## config.mk

```make
export PLATFORM = sky130hd
export DESIGN_NAME = serial_pass_tx
export DESIGN_NICKNAME = d
export VERILOG_FILES = /design/src/rtl/serial_pass_tx.sv
export SDC_FILE = /design/constraint.sdc
export NUM_CORES = 1
export LEC_CHECK = 0
export CAP_MARGIN = 10
export CORE_MARGIN = 4
export CORE_UTILIZATION = 40
export CTS_BUF_LIST = sky130_fd_sc_hd__clkbuf_8
export DETAILED_ROUTE_END_ITERATION = 8
export HOLD_SLACK_MARGIN = 0.1
export PLACE_DENSITY = 0.62
export SKIP_CTS_REPAIR_TIMING = 1
export SLEW_MARGIN = 30
export SYNTH_ARGS = -nofsm -noshare
export SYNTH_HDL_FRONTEND = slang
export SYNTH_SLANG_ARGS = --single-unit
```

## constraint.sdc

```tcl
create_clock -name clk -period 2.9 [get_ports clk]
set_input_delay 0.29 -clock clk [delete_from_list [all_inputs] [get_ports clk]]
set_output_delay 0.29 -clock clk [all_outputs]
set_load 0.01 [all_outputs]
```

## src/rtl/serial_pass_tx.sv

```systemverilog
// rtl/serial_pass_tx.sv - serial pattern transmitter, MSB-first, with divider, repeat, gap and abort
module serial_pass_tx #(
    parameter int MAX_LEN = 8,
    parameter int LEN_W   = 4,
    parameter int DIV_W   = 8
) (
    input  logic               clk,
    input  logic               rst_n,
    input  logic               start,
    input  logic               abort,
    input  logic [MAX_LEN-1:0] pattern,
    input  logic [LEN_W-1:0]   len,
    input  logic [3:0]         repeat_n,
    input  logic [3:0]         gap,
    input  logic [DIV_W-1:0]   bit_div,
    output logic               ready,
    output logic               x_out,
    output logic               x_valid,
    output logic               done
);

    typedef enum logic [1:0] {
        ST_IDLE = 2'd0,
        ST_SEND = 2'd1,
        ST_GAP  = 2'd2
    } state_t;

    localparam logic [LEN_W-1:0] MAX_LEN_L = LEN_W'(MAX_LEN);
    localparam logic [LEN_W-1:0] LEN_ONE   = LEN_W'(1);
    localparam logic [DIV_W-1:0] DIV_ONE   = DIV_W'(1);

    state_t             state_q,     state_d;
    logic [MAX_LEN-1:0] pat_q,       pat_d;
    logic [LEN_W-1:0]   len_q,       len_d;
    logic [3:0]         gap_q,       gap_d;
    logic [DIV_W-1:0]   div_q,       div_d;
    logic [LEN_W-1:0]   bit_idx_q,   bit_idx_d;
    logic [DIV_W-1:0]   div_cnt_q,   div_cnt_d;
    logic [3:0]         frame_cnt_q, frame_cnt_d;
    logic [3:0]         gap_cnt_q,   gap_cnt_d;
    logic               x_out_q,     x_out_d;
    logic               x_valid_q,   x_valid_d;
    logic               done_q,      done_d;

    logic [LEN_W-1:0]   len_clamp;
    logic [DIV_W-1:0]   div_eff;
    logic               last_div_clk;
    logic               last_gap_clk;

    // Select one bit of a pattern by index; a shift keeps the index width independent of MAX_LEN.
    function automatic logic bit_at(input logic [MAX_LEN-1:0] p, input logic [LEN_W-1:0] idx);
        logic [MAX_LEN-1:0] s;
        s = p >> idx;
        return s[0];
    endfunction

    // Request-side normalisation: clamp the length, treat a zero divider as one clock per bit.
    always_comb begin
        len_clamp = (len > MAX_LEN_L) ? MAX_LEN_L : len;
        div_eff   = (bit_div == '0) ? DIV_ONE : bit_div;
    end

    // Terminal-count decodes for the bit divider and the inter-frame gap counter.
    always_comb begin
        last_div_clk = (div_cnt_q == (div_q - DIV_ONE));
        last_gap_clk = (gap_cnt_q == (gap_q - 4'd1));
    end

    // Next-state and next-output logic; every output is produced one clock ahead and registered.
    always_comb begin
        state_d     = state_q;
        pat_d       = pat_q;
        len_d       = len_q;
        gap_d       = gap_q;
        div_d       = div_q;
        bit_idx_d   = bit_idx_q;
        div_cnt_d   = div_cnt_q;
        frame_cnt_d = frame_cnt_q;
        gap_cnt_d   = gap_cnt_q;
        x_out_d     = x_out_q;
        x_valid_d   = x_valid_q;
        done_d      = 1'b0;

        case (state_q)
            ST_IDLE: begin
                x_out_d   = 1'b0;
                x_valid_d = 1'b0;
                // start wins over abort here: abort is only meaningful while busy
                if (start) begin
                    pat_d       = pattern;
                    len_d       = len_clamp;
                    gap_d       = gap;
                    div_d       = div_eff;
                    frame_cnt_d = repeat_n;
                    div_cnt_d   = '0;
                    gap_cnt_d   = '0;
                    if (len_clamp != '0) begin
                        state_d   = ST_SEND;
                        bit_idx_d = len_clamp - LEN_ONE;
                        x_out_d   = bit_at(pattern, len_clamp - LEN_ONE);
                        x_valid_d = 1'b1;
                    end else begin
                        // empty frame: nothing to send, just acknowledge completion
                        done_d = 1'b1;
                    end
                end
            end

            ST_SEND: begin
                if (abort) begin
                    state_d     = ST_IDLE;
                    x_out_d     = 1'b0;
                    x_valid_d   = 1'b0;
                    bit_idx_d   = '0;
                    div_cnt_d   = '0;
                    frame_cnt_d = '0;
                    gap_cnt_d   = '0;
                end else if (!last_div_clk) begin
                    div_cnt_d = div_cnt_q + DIV_ONE;
                end else begin
                    div_cnt_d = '0;
                    if (bit_idx_q != '0) begin
                        bit_idx_d = bit_idx_q - LEN_ONE;
                        x_out_d   = bit_at(pat_q, bit_idx_q - LEN_ONE);
                        x_valid_d = 1'b1;
                    end else if (frame_cnt_q != '0) begin
                        frame_cnt_d = frame_cnt_q - 4'd1;
                        bit_idx_d   = len_q - LEN_ONE;
                        if (gap_q != '0) begin
                            state_d   = ST_GAP;
                            gap_cnt_d = '0;
                            x_out_d   = 1'b0;
                            x_valid_d = 1'b0;
                        end else begin
                            // back-to-back frame: no idle cycle between bit 0 and the next MSB
                            x_out_d   = bit_at(pat_q, len_q - LEN_ONE);
                            x_valid_d = 1'b1;
                        end
                    end else begin
                        state_d   = ST_IDLE;
                        x_out_d   = 1'b0;
                        x_valid_d = 1'b0;
                        done_d    = 1'b1;
                    end
                end
            end

            ST_GAP: begin
                x_out_d   = 1'b0;
                x_valid_d = 1'b0;
                if (abort) begin
                    state_d     = ST_IDLE;
                    bit_idx_d   = '0;
                    div_cnt_d   = '0;
                    frame_cnt_d = '0;
                    gap_cnt_d   = '0;
                end else if (last_gap_clk) begin
                    state_d   = ST_SEND;
                    gap_cnt_d = '0;
                    div_cnt_d = '0;
                    bit_idx_d = len_q - LEN_ONE;
                    x_out_d   = bit_at(pat_q, len_q - LEN_ONE);
                    x_valid_d = 1'b1;
                end else begin
                    gap_cnt_d = gap_cnt_q + 4'd1;
                end
            end

            default: begin
                state_d   = ST_IDLE;
                x_out_d   = 1'b0;
                x_valid_d = 1'b0;
            end
        endcase
    end

    // State, captured request and counters; asynchronous reset clears everything immediately.
    always_ff @(posedge clk or negedge rst_n) begin
        if (!rst_n) begin
            state_q     <= ST_IDLE;
            pat_q       <= '0;
            len_q       <= '0;
            gap_q       <= '0;
            div_q       <= '0;
            bit_idx_q   <= '0;
            div_cnt_q   <= '0;
            frame_cnt_q <= '0;
            gap_cnt_q   <= '0;
            x_out_q     <= 1'b0;
            x_valid_q   <= 1'b0;
            done_q      <= 1'b0;
        end else begin
            state_q     <= state_d;
            pat_q       <= pat_d;
            len_q       <= len_d;
            gap_q       <= gap_d;
            div_q       <= div_d;
            bit_idx_q   <= bit_idx_d;
            div_cnt_q   <= div_cnt_d;
            frame_cnt_q <= frame_cnt_d;
            gap_cnt_q   <= gap_cnt_d;
            x_out_q     <= x_out_d;
            x_valid_q   <= x_valid_d;
            done_q      <= done_d;
        end
    end

    assign ready   = (state_q == ST_IDLE);
    assign x_out   = x_out_q;
    assign x_valid = x_valid_q;
    assign done    = done_q;

endmodule
```

==> results of run 1 <==
-- logic make-up after synthesis --
kind of cell	count (synthesis)	synth area share
xor+xnor	18	0.0526
compound gates	70	0.160
mux	38	0.150
buf+inv	32	0.0370
fa+ha+maj	14	0.0533
simple gates	100	0.174
flops	49	0.373
-- metal layers --
| layer | up-vias | GRT usage |
|---|---|---|
| met5 | - | 0 |
| met2 | 55 | 0.258 |
| li1 | 1281 | - |
| met3 | 14 | 0.0326 |
| met4 | 0 | 0.0515 |
| met1 | 1250 | 0.218 |
-- worst paths after layout --
kind | to
max reg2reg | frame_cnt_q[0]
max in group asynchronous | gap_q[3]
min reg2reg | len_q[1]
min | len_q[1]
min in group asynchronous | gap_cnt_q[0]
max | frame_cnt_q[0]
-- final cells by class --
type | instances | area, um^2
inverters | 21 | 78.8
flip-flops and latches | 49 | 1230
fillers | 749 | 3940
clock buffers | 6 | 82.6
multi-input cells | 240 | 1940
clock inverters | 2 | 13.8
repair buffers | 48 | 445
well taps | 102 | 128
-- state kept, by name, summed over array words and instances, names as in the netlist --
name	cells
x_out	1
x_valid	1
gap_cnt_q	4
pat_q	8
div_q	8
state_q	2
bit_idx_q	4
div_cnt_q	8
frame_cnt_q	4
done	1
gap_q	4
len_q	4
-- power groups by stage --
| stage | Clock, mW | Sequential, mW | Combinational [mW] |
|---|---|---|---|
| after detailed placement | 0 | 1.23 | 1.79 |
| after CTS | 0.451 | 1.21 | 1.81 |
| after floorplan | 0 | 1.14 | 1.40 |
| final | 0.435 | 1.21 | 1.80 |
| after global routing | 0.474 | 1.26 | 1.99 |
| after global placement | 0 | 1.22 | 1.77 |
-- cell usage in the layout, fill, tap and decap left out, drive strengths merged, types with 4 or more instances in the layout --
cell / n
inv: 21
clkbuf: 6
and3: 4
nor4: 4
xnor2: 11
nand4: 4
nand3: 9
a21boi: 4
buf: 13
o21ai: 16
or3b: 4
nor3b: 5
nand2b: 10
mux2i: 8
nor2b: 6
o22ai: 5
o2bb2ai: 5
ha: 14
mux2: 24
nand2: 16
mux4: 6
a31oi: 6
xor2: 6
o211ai: 6
a21oi: 6
clkdlybuf4s50: 34
nor3: 17
nor2: 13
dfrtp: 49
-- worst min-delay path: stages (launching register included) --
cell and delay [ps]:
dfrtp_1 380, nand2_1 50, o21ai_0 60
-- stage by stage --
step | area (um^2) | hold WS, ps
finish | 3910 | 524
global placement | 3800 | 388
global route | 3910 | 554
floorplan | 3280 | -5.59
detailed placement | 3800 | 393
CTS | 3900 | 55.8
==> impl_metrics.json, run 1 <==
{
  "start_util": 0.419,
  "finalNonFillerCells": 468,
  "worst_slew_pin_slew_ps": 758,
  "final.setup.tns_ps": 0,
  "htree_levels": 2,
  "rsz0062_at_grt": "no",
  "worst-endpoint-required_ps": 3100,
  "gp_congestion": 0.864,
  "cp_max_fo": 8,
  "drtIter0Drc": 152,
  "grt_overflow": 0,
  "route.layer.met1.wl_mm": 3.55,
  "grt_antenna_before_repair": 0,
  "finalCritPeriodShare": 0.924,
  "syn-cell-area_um2": 3280,
  "worst_ir_drop_vdd_mv": 0.399,
  "min_delay_path_depth": 2,
  "r2r_start": "div_q[0]",
  "cts_buffer_depth": 2,
  "drive_above_1_share": 0.178,
  "die_x_um": 98.6,
  "insertion_delay_ps": 310,
  "tritoncts": "done",
  "start_kind": "flip-flop",
  "syn-num-nets": 367,
  "maxSlewHeadroom": 0.490,
  "drv_cap": 0,
  "synth-main-ff-cell": "dfrtp_1",
  "crit_type": "reg2reg",
  "clkSinkCount": 49,
  "path_depth": 8,
  "fp.coreArea_um2": 7850,
  "yosysSeqAreaShare": 0.373,
  "synth_top_cell_area_share": 0.373,
  "rows": 32,
  "grt_pass1_vias": 2637,
  "cp-end-kind": "flip-flop",
  "synth_async_sr_flop_share": 1.00,
  "dieArea_um2": 9720,
  "port_buffers": 35,
  "p_leak_nw": 1.58,
  "cts_made_buffers": 5,
  "p_comb_frac": 0.522,
  "drt_wl_total_mm": 7.50,
  "crit_chain": "inv_1 -> ha_1 -> nor4bb_1 -> o211ai_1 -> or4_4 -> a211o_4 -> a21boi_4 -> mux2_1",
  "worstSetupStartpoint": "div_q[0]",
  "vias_per_cell": 5.56,
  "net-switching-power_mw": 1.38,
  "power_density_nw_per_um2": 881,
  "p_clk_frac": 0.126,
  "wl_per_cell_um": 16.0,
  "synth_top_area_cell": "dfrtp_1",
  "worstRegToRegCells": 8,
  "clock_skew_ps": 11.9,
  "yosys-top-cells-count": "dfrtp_1 (49), inv_1 (21), mux2_2 (21), nor3_1 (16), o21ai_0 (16)",
  "antenna_left": 0,
  "grt_pass1_wl_mm": 12.9,
  "syn_to_final_growth_pct": 19.1,
  "seqPwrFrac": 0.352,
  "timing.fmax_ghz": 0.373,
  "drt_pass1_iterations": 5,
  "postSynthCellCount": 321,
  "ys_ff_latch": 49,
  "die_h_um": 98.6,
  "synth_most_common_cell": "dfrtp_1",
  "synth_area_leaders": "dfrtp_1 (37%), mux2_2 (7.2%), ha_1 (5.3%), mux4_2 (4.1%), xnor2_1 (2.9%)",
  "clkTransAtPathRegs_ps": 90,
  "ios": 36,
  "rrSetupSlack_ps": 220,
  "root_buffer": "clkbuf_8",
  "hold_violations": 0,
  "cp.arrival_ps": 2870,
  "met3_length_um": 273,
  "top_layer": "met4",
  "avgSynthCellArea_um2": 10.2,
  "status": "finished clean",
  "fin_crit_ps": 2680,
  "setup_violations": 0,
  "crit_path_top_delay_cell": "or4_4",
  "grt_use_total": 0.161,
  "critical_path.top_delay_family": "simple AND/OR/NAND/NOR gates",
  "timing.final.ws_setup_ps": 221,
  "dp_slack_ps": 232,
  "vias": 2600,
  "ys_warn_count": 0,
  "p_total_mw": 3.44,
  "finalCoreUtilization": 0.498,
  "drc": 0,
  "swShare": 0.401,
  "p_int_mw": 2.06,
  "critPathBufInv": 1,
  "min_path_type": "reg2reg",
  "diodes": 0,
  "ys_types": 57,
  "grt_max_degree": 32,
  "nets": 411,
  "dp_cells": 459,
  "met2WireLength_mm": 3.51,
  "hpwl_mm": 5.83,
  "synth_edf_count": 0,
  "slew_violations": 0,
  "hp-start": "len_q[1]",
  "slowest_delay_ps": 460
}
No activity file was read; power rests on OpenSTA's default activity.
==> run 2: changes to the inputs <==
--- a/config.mk
+++ b/config.mk
@@ -5,7 +5,7 @@
 export SDC_FILE = /design/constraint.sdc
 export NUM_CORES = 1
 export LEC_CHECK = 0
-export CAP_MARGIN = 10
+export CAP_MARGIN = 20
 export CORE_MARGIN = 4
 export CORE_UTILIZATION = 40
 export CTS_BUF_LIST = sky130_fd_sc_hd__clkbuf_8
@@ -13,6 +13,7 @@
 export HOLD_SLACK_MARGIN = 0.1
 export PLACE_DENSITY = 0.62
 export SKIP_CTS_REPAIR_TIMING = 1
+export SKIP_LAST_GASP = 1
 export SLEW_MARGIN = 30
 export SYNTH_ARGS = -nofsm -noshare
 export SYNTH_HDL_FRONTEND = slang
==> results of run 2 <==
The final DEF is identical to that of run 1; final timing and power are the same.
